--- src/rtl/lsu_pkg.sv ---
// Shared definitions for the DMEM load/store unit: access-size codes, FSM
// state encodings and the alignment check used when misalignment trapping is on.
package lsu_pkg;

  typedef enum logic [1:0] {
    SZ_BYTE = 2'd0,
    SZ_HALF = 2'd1,
    SZ_WORD = 2'd2,
    SZ_RSVD = 2'd3
  } lsu_size_e;

  typedef enum logic [1:0] {
    ST_IDLE    = 2'd0,
    ST_RD_WAIT = 2'd1,
    ST_RESP    = 2'd2
  } lsu_state_e;

  // True when the access cannot be served as a single naturally aligned lane.
  function automatic logic is_misaligned(input lsu_size_e size, input logic [1:0] addr_lo);
    case (size)
      SZ_BYTE: is_misaligned = 1'b0;
      SZ_HALF: is_misaligned = addr_lo[0];
      SZ_WORD: is_misaligned = (addr_lo != 2'b00);
      default: is_misaligned = 1'b1;
    endcase
  endfunction

endpackage

--- src/rtl/lsu_load_align.sv ---
// Load data alignment: picks the addressed byte/half out of a DMEM word and
// sign- or zero-extends it to 32 bits. Purely combinational.
module lsu_load_align
  import lsu_pkg::*;
(
  input  logic [31:0] word_i,
  input  logic [1:0]  addr_lo_i,
  input  lsu_size_e   size_i,
  input  logic        signed_i,
  output logic [31:0] result_o
);

  logic [7:0]  byte_lane;
  logic [15:0] half_lane;
  logic [31:0] word_shifted;

  assign word_shifted = word_i >> {addr_lo_i, 3'b000};
  assign byte_lane    = word_shifted[7:0];
  assign half_lane    = addr_lo_i[1] ? word_i[31:16] : word_i[15:0];

  always_comb begin
    // NOTE: every path assigns result_o, so this block stays purely combinational (no latch).
    result_o = word_i;
    case (size_i)
      SZ_BYTE: result_o = {{24{signed_i & byte_lane[7]}}, byte_lane};
      SZ_HALF: result_o = {{16{signed_i & half_lane[15]}}, half_lane};
      default: result_o = word_i;
    endcase
  end

endmodule

--- src/rtl/dmem_lsu.sv ---
// Load/store initiator between the CPU memory stage and DMEM.
// Optional misalignment trapping is enabled by defining LSU_MISALIGN_TRAP_EN.
module dmem_lsu
  import lsu_pkg::*;
#(
  parameter int ADDR_W = 32,
  parameter int TAG_W  = 5
) (
  input  logic              clk,
  input  logic              rst_n,
  input  logic              req_valid,
  output logic              req_ready,
  input  logic              req_we,
  input  logic [1:0]        req_size,
  input  logic              req_signed,
  input  logic [ADDR_W-1:0] req_addr,
  input  logic [31:0]       req_wdata,
  input  logic [TAG_W-1:0]  req_tag,
  output logic              resp_valid,
  input  logic              resp_ready,
  output logic [31:0]       resp_rdata,
  output logic [TAG_W-1:0]  resp_tag,
  output logic              resp_fault,
  output logic              mem_we,
  output logic [ADDR_W-1:0] mem_addr,
  output logic [3:0]        mem_wdata_sel,
  output logic [31:0]       mem_wdata,
  input  logic [31:0]       mem_rdata
);

  lsu_state_e      state_q;
  logic [1:0]      addr_lo_q;
  lsu_size_e       size_q;
  logic            signed_q;
  logic            resp_valid_q;
  logic            resp_fault_q;
  logic [31:0]     resp_rdata_q;
  logic [TAG_W-1:0] resp_tag_q;

  lsu_size_e   req_size_e;
  logic        accept;
  logic        fault;
  logic [31:0] load_data;

  assign req_size_e = lsu_size_e'(req_size);

  // Gated by rst_n so nothing is accepted while reset is held.
  assign req_ready = rst_n & (state_q == ST_IDLE);
  assign accept    = req_valid & req_ready;

`ifdef LSU_MISALIGN_TRAP_EN
  assign fault = is_misaligned(req_size_e, req_addr[1:0]);
`else
  assign fault = 1'b0;
`endif

  assign mem_we   = accept & req_we & ~fault;
  assign mem_addr = {req_addr[ADDR_W-1:2], 2'b00};

  always_comb begin
    mem_wdata_sel = 4'b1111;
    mem_wdata     = req_wdata;
    case (req_size_e)
      SZ_BYTE: begin
        mem_wdata_sel = 4'b0001 << req_addr[1:0];
        mem_wdata     = {4{req_wdata[7:0]}};
      end
      SZ_HALF: begin
        mem_wdata_sel = req_addr[1] ? 4'b1100 : 4'b0011;
        mem_wdata     = {2{req_wdata[15:0]}};
      end
      default: begin
        mem_wdata_sel = 4'b1111;
        mem_wdata     = req_wdata;
      end
    endcase
  end

  lsu_load_align u_align (
    .word_i    (mem_rdata),
    .addr_lo_i (addr_lo_q),
    .size_i    (size_q),
    .signed_i  (signed_q),
    .result_o  (load_data)
  );

  always_ff @(posedge clk or negedge rst_n) begin
    if (!rst_n) begin
      // NOTE: sequential state uses non-blocking assignments so every register samples pre-edge values.
      state_q      <= ST_IDLE;
      addr_lo_q    <= 2'b00;
      size_q       <= SZ_BYTE;
      signed_q     <= 1'b0;
      resp_valid_q <= 1'b0;
      resp_fault_q <= 1'b0;
      resp_rdata_q <= '0;
      resp_tag_q   <= '0;
    end else begin
      case (state_q)
        ST_IDLE: begin
          if (accept) begin
            if (fault) begin
              // Trapped accesses skip the read and report straight away.
              state_q      <= ST_RESP;
              resp_valid_q <= 1'b1;
              resp_fault_q <= 1'b1;
              resp_rdata_q <= '0;
              resp_tag_q   <= req_tag;
            end else if (!req_we) begin
              state_q    <= ST_RD_WAIT;
              addr_lo_q  <= req_addr[1:0];
              size_q     <= req_size_e;
              signed_q   <= req_signed;
              resp_tag_q <= req_tag;
            end
          end
        end
        ST_RD_WAIT: begin
          state_q      <= ST_RESP;
          resp_valid_q <= 1'b1;
          resp_fault_q <= 1'b0;
          resp_rdata_q <= load_data;
        end
        ST_RESP: begin
          if (resp_ready) begin
            state_q      <= ST_IDLE;
            resp_valid_q <= 1'b0;
            resp_fault_q <= 1'b0;
          end
        end
        default: state_q <= ST_IDLE;
      endcase
    end
  end

  assign resp_valid = resp_valid_q;
  assign resp_fault = resp_fault_q;
  assign resp_rdata = resp_rdata_q;
  assign resp_tag   = resp_tag_q;

endmodule
--- config.mk ---
export PLATFORM = sky130hd
export DESIGN_NAME = dmem_lsu
export DESIGN_NICKNAME = d
export VERILOG_FILES = /design/src/rtl/lsu_pkg.sv /design/src/rtl/lsu_load_align.sv /design/src/rtl/dmem_lsu.sv
export SDC_FILE = /design/constraint.sdc
export NUM_CORES = 1
export LEC_CHECK = 0
export CORE_AREA = 8 8 93 115
export DETAILED_ROUTE_END_ITERATION = 8
export DIE_AREA = 0 0 101 123
export HOLD_SLACK_MARGIN = 0.1
export PLACE_DENSITY = 0.85
export SETUP_SLACK_MARGIN = 0.15
export SYNTH_ARGS = -nofsm -noshare
export SYNTH_HDL_FRONTEND = slang
export SYNTH_SLANG_ARGS = --single-unit
--- constraint.sdc ---
create_clock -name clk -period 3.8 [get_ports clk]
set_clock_uncertainty 0.05 [all_clocks]
set_input_delay 0.95 -clock clk [delete_from_list [all_inputs] [get_ports clk]]
set_output_delay 0.95 -clock clk [all_outputs]
set_load 0.005 [all_outputs]
* Word-level counts from Yosys, hierarchy flattened
Index checks and enable logic that the tools add are counted.
** Storage, ports and cells
- Output and inout port bits :: 109
- Bits in registers :: 46
- Input bits :: 109
- Word-level logic and storage cells :: 42
** Cells by class
- Shift-type cells :: 2
- Bitwise gates (word level) :: 6
- Eq/ne operators :: 7
- Reduce and logical (&&, ||, !) cells :: 7
- Muxes and demuxes :: 12
** Operator list (number)
- 32-bit one-hot mux with 2 select lines :: 2
- 32-bit by 5-bit right shift with 8-bit output :: 1
- 16-bit two-way mux :: 1
- 4-bit one-hot mux with 2 select lines :: 1
- 2-bit by 1-bit equality test with 1-bit output, second input constant :: 3
- 2-bit zero test :: 3
- 2-bit two-way mux :: 3
- 2-bit != test, second input constant :: 3
- 2-bit one-hot mux with 3 select lines :: 1
- 3-bit AND reduction :: 2
- 1-bit bitwise AND :: 5
- 4-bit two-way mux :: 1
- 1-bit one-hot mux with 2 select lines :: 2
- 1-bit by 2-bit left shift with 4-bit output, first input constant :: 1
- 2-bit equality test, second input constant :: 1
- 2-bit AND reduction :: 1
- 2-bit nonzero test :: 1
- 1-bit two-way mux :: 1
- 1-bit NOT :: 1

* Depth between registers and ports, before layout
- Depth in word-level cells :: 5
- Mapped depth :: 6
- Depth with buffers taken out :: 3

* Hierarchy
Synthesis repeated with hierarchy kept, for this count alone.
** Unflattened totals
- Cell total of the unflattened synthesis :: 289
- Area, all modules :: 3160.5 um^2
** Modules (own cells, without submodules)
- dmem_lsu :: cells an instance 196, times used 1, area each 2453.6 um^2, seq. area each 1126.1 um^2
- lsu_load_align :: cells an instance 93, times used 1, area each 706.9 um^2, seq. area each 0.0 um^2

* Worst setup path after synthesis
OpenSTA, ideal clock, no wires.
- Kind :: input to output
- From :: in req_size[1]
- To :: out mem_wdata[10]
- Path buffers :: 0
- Arrival :: 1586 ps
- Cell stages on the path :: 2
- Path slack :: 1214 ps
- Required time :: 2800 ps
- Cell sequence :: nor2_2 mux2_2
** Between the ends
- Cells in the longest elaborated chain, start to end :: 2
- Elaborated cells on any way between the ends :: 3
- Those cells by class :: 1 x eq/ne; 1 x mux; 1 x reduce/logical
** RTL lines
- start, declared :: RTL line dmem_lsu.sv:14 : input logic [1:0] req_size,
- 2-bit by 1-bit equality test with 1-bit output / 2-bit zero test (equally long branches) :: RTL line dmem_lsu.sv:63 : case (req_size_e)
- 32-bit one-hot mux with 2 select lines (*) :: RTL line dmem_lsu.sv:63
- end, declared :: RTL line dmem_lsu.sv:27 : output logic [31:0] mem_wdata,
Every way passes the cells marked *; elsewhere a longest branch is shown, timed or not.

* Worst setup path in the final report
Ends and elaborated chain as after synthesis.

==> summary.md <==
| Metric | Value |
|---|---|
| Die H | `between 100 and 150 um` |
| Fraction of layout cells with a size suffix above 1 | `0.178` |
| Root Driver | `clkbuf_16` |
| Mean post-synth cell area | `9.98 um2` |
| Final Cell Area | `0.00483 mm2` |
| CP Capture Type | `output pin` |
| YS warnings | `0` |
| DRT iter0 DRCs | `150` |
| Most common cell after layout, fill and taps aside | `clkdlybuf4s50_1` |
| Min cycle time layout | `3.39 ns` |
| Detailed placer's ending HPWL | `8.54 mm` |
| Largest net degree at the start of global routing | `between 50 and 60` |
| EDFF count, synth | `0` |
| Max H-tree Level | `2` |
| Post-layout util | `0.538` |
| Initial antenna violation count | `0` |
| Switch Pwr | `744 uW` |
| Layout Nets | `553` |
| Status | `complete, no violations` |
| Num rows | `39` |
| Asr flop ratio synth | `1.00` |
| Skew-Pair Late Insertion Delay | `0.29 ns` |
| Number of diodes | `0` |
| Area leader, netlist | `dfrtp_1` |
| Setup TNS | `0 ns` |
| Share of the synthesized area in the top cell type | `0.326` |
| Sequential power share | `0.357` |
| Vias per cell | `roughly 5.4` |
| Post-synthesis sequential area ratio | `0.326` |
| Tot GR Track Use | `0.176` |
| Switching part of the total | `0.333` |
| DRC Markers | `0` |
| Highest-count cells in the layout ignoring fill and taps | `151 x clkdlybuf4s50_1, 44 x dfrtp_1, 34 x nor2_1, 33 x mux2_2, 24 x a221oi_1` |
| Req. time, crit path | `2.80 ns` |
| First-pass GRT wire length | `17.3 mm` |
| Synthesized cell area | `0.00345 mm2` |
| Maxcap violations | `0` |
| Place WS | `around 0.14 ns` |
| Internal power | `1.49 mW` |
| Detail Route Antenna Nets | `0` |
| TritonCTS buffer count | `5` |
| GPL Wtd Cong | `0.841` |
| Synth Register Bits | `45` |
| Max-slew headroom | `0.300` |
| Slew of the pin with the lowest slew margin | `1.05 ns` |
| I/O pin count | `218` |
| Post-Synthesis Cells | `346` |
| Die ar. | `~0.012 mm2` |
| Port Buffers | `154` |
| Power per cell area | `462 mW/mm2` |
| Fin. max-slew vios | `0` |
| Critical path class | `input port to output pin` |
| Final period util | `0.891` |
| Setup-failing EPs final | `0` |
| Core area | `0.00898 mm2` |
| Final Hold Fails | `0` |
| Gate power share | `0.445` |
| Crit Path Max Fanout | `8` |
| Top cells by area, synth | `dfrtp_1 33%, mux2_2 11%, buf_4 10%` |
| Worst setup margin | `0.413 ns` |
| CTS Buffer Depth | `2` |
| Clock sink count | `45` |
| Peak VDD IR | `0.187 mV` |
| Area Growth Syn to Fin | `39.9%` |
| Worst setup SP type | `input port` |
| Leakage | `1.91 nW` |
| Congestion Overflow GR | `0` |
| Tot Pwr | `2.23 mW` |
| Hold slack | `0.460 ns` |
| Drt pass-1 iters | `4` |
| Initial Utilization | `0.385` |
| Netlist cell types | `40` |
| Worst Hold Class | `flop to flop` |
| Routed wire per std cell | `19.6 um` |
| Achievable Freq | `295 MHz` |
| Final wirelength | `~11 mm` |
| CTS tree | `built` |
| Ys flop type | `dfrtp_1` |
| Post-route insts no fill | `567` |
| Layout fillers | `794` |
| Arr. time, crit path | `2.39 ns` |
| DIE WIDTH | `just over 100 um` |
| Cell area after placement | `0.00469 mm2` |
| Clk slew on worst S/H paths | `0.06 ns` |
| Placed Cells | `560` |
| RSZ-0062 raised after global routing | `false` |
| DR vias | `3084` |
| Clock power frac | `0.198` |
| Number of global-route vias before repair | `around 3300` |
registers in the layout (all words and copies together) (netlist names):
register / count
resp_tag: 5
addr_lo_q: 2
state_q: 2
resp_rdata: 32
signed_q: 1
size_q: 2
resp_valid: 1
per-layer routing:
| layer | part of all wire | wire length, um | GRT usage | vias to the layer above |
|---|---|---|---|---|
| li1 | - | - | - | 1435 |
| met1 | 0.37 | 4060 | 0.182 | 1463 |
| met2 | 0.50 | 5540 | 0.303 | 163 |
| met3 | 0.11 | 1170 | 0.0789 | 23 |
| met4 | 0.029 | 327 | 0.0784 | 0 |
| met5 | 0 | 0 | 0 | - |
power by group through the flow:
stage,registers (mW),clock network [mW],logic [mW]
global route,0.823,0.465,1.07
global placement,0.799,0,0.982
detailed placement,0.805,0,0.997
floorplan,0.748,0,0.551
CTS,0.798,0.450,1.00
finish,0.797,0.443,0.993
cells by family (layout without fill, tap and decap cells):
group	after synthesis	after routing	share of synthesized area
DFF	45	45	0.326
AOI/OAI and AO/OA	103	103	0.239
muxes	46	46	0.151
and+or+nand+nor	76	76	0.127
other	1	3	0.00109
buffers and inverters	75	171	0.156
area by class of cell:
| class | count | area [um2] | area share |
|---|---|---|---|
| multi-input cells | 228 | 1800 | 0.373 |
| repair buffers | 162 | 1600 | 0.331 |
| flip-flops and latches | 45 | 1130 | 0.233 |
| well taps | 123 | 154 | 0.0318 |
| clock buffers | 7 | 143 | 0.0295 |
| inverters | 2 | 7.51 | 0.00155 |
Yosys cell counts, types with 7 or more instances:
master and number:
dfrtp_1 45, mux2i_1 9, buf_2 15, nor2_1 34
a21oi_1 10, and3b_1 9, buf_6 7, mux2_2 33
a211oi_2 8, a221oi_1 24, a211oi_1 22, o22ai_1 7
buf_4 46, nand2_1 11, o21ai_0 17
critical path, cell delays in order:
cell	delay (ns)
dlygate4sd2_1	0.32
nor2_2	0.13
buf_4	0.18
mux2_2	0.34
clkdlybuf4s50_1	0.46
path summary, 6_finish.rpt:
check | startpoint | endpoint | slack (ns) | cells past startpoint
min in group asynchronous | rst_n | resp_rdata[29]$_DFFE_PN0P_ | 0.74 | 2
hold reg to reg | resp_tag[0]$_DFFE_PN0P_ | resp_tag[0]$_DFFE_PN0P_ | 0.46 | 1
setup reg to reg | addr_lo_q[1]$_DFFE_PN0P_ | resp_rdata[25]$_DFFE_PN0P_ | 1.60 | 3
setup / recovery | req_size[1] | mem_wdata[10] | 0.41 | 5
max in group asynchronous | rst_n | size_q[1]$_DFFE_PN0P_ | 2.54 | 2
hold / removal | resp_tag[0]$_DFFE_PN0P_ | resp_tag[0]$_DFFE_PN0P_ | 0.46 | 1
what timing repair did:
action,CTS,global route
buffers inserted,0,0
gates cloned,0,0
hold buffers,0,0
gates resized for setup,1,1
pin swaps,0,0
setup endpoints to repair,10,1
Note: power is estimated with default switching activity, not from simulation.
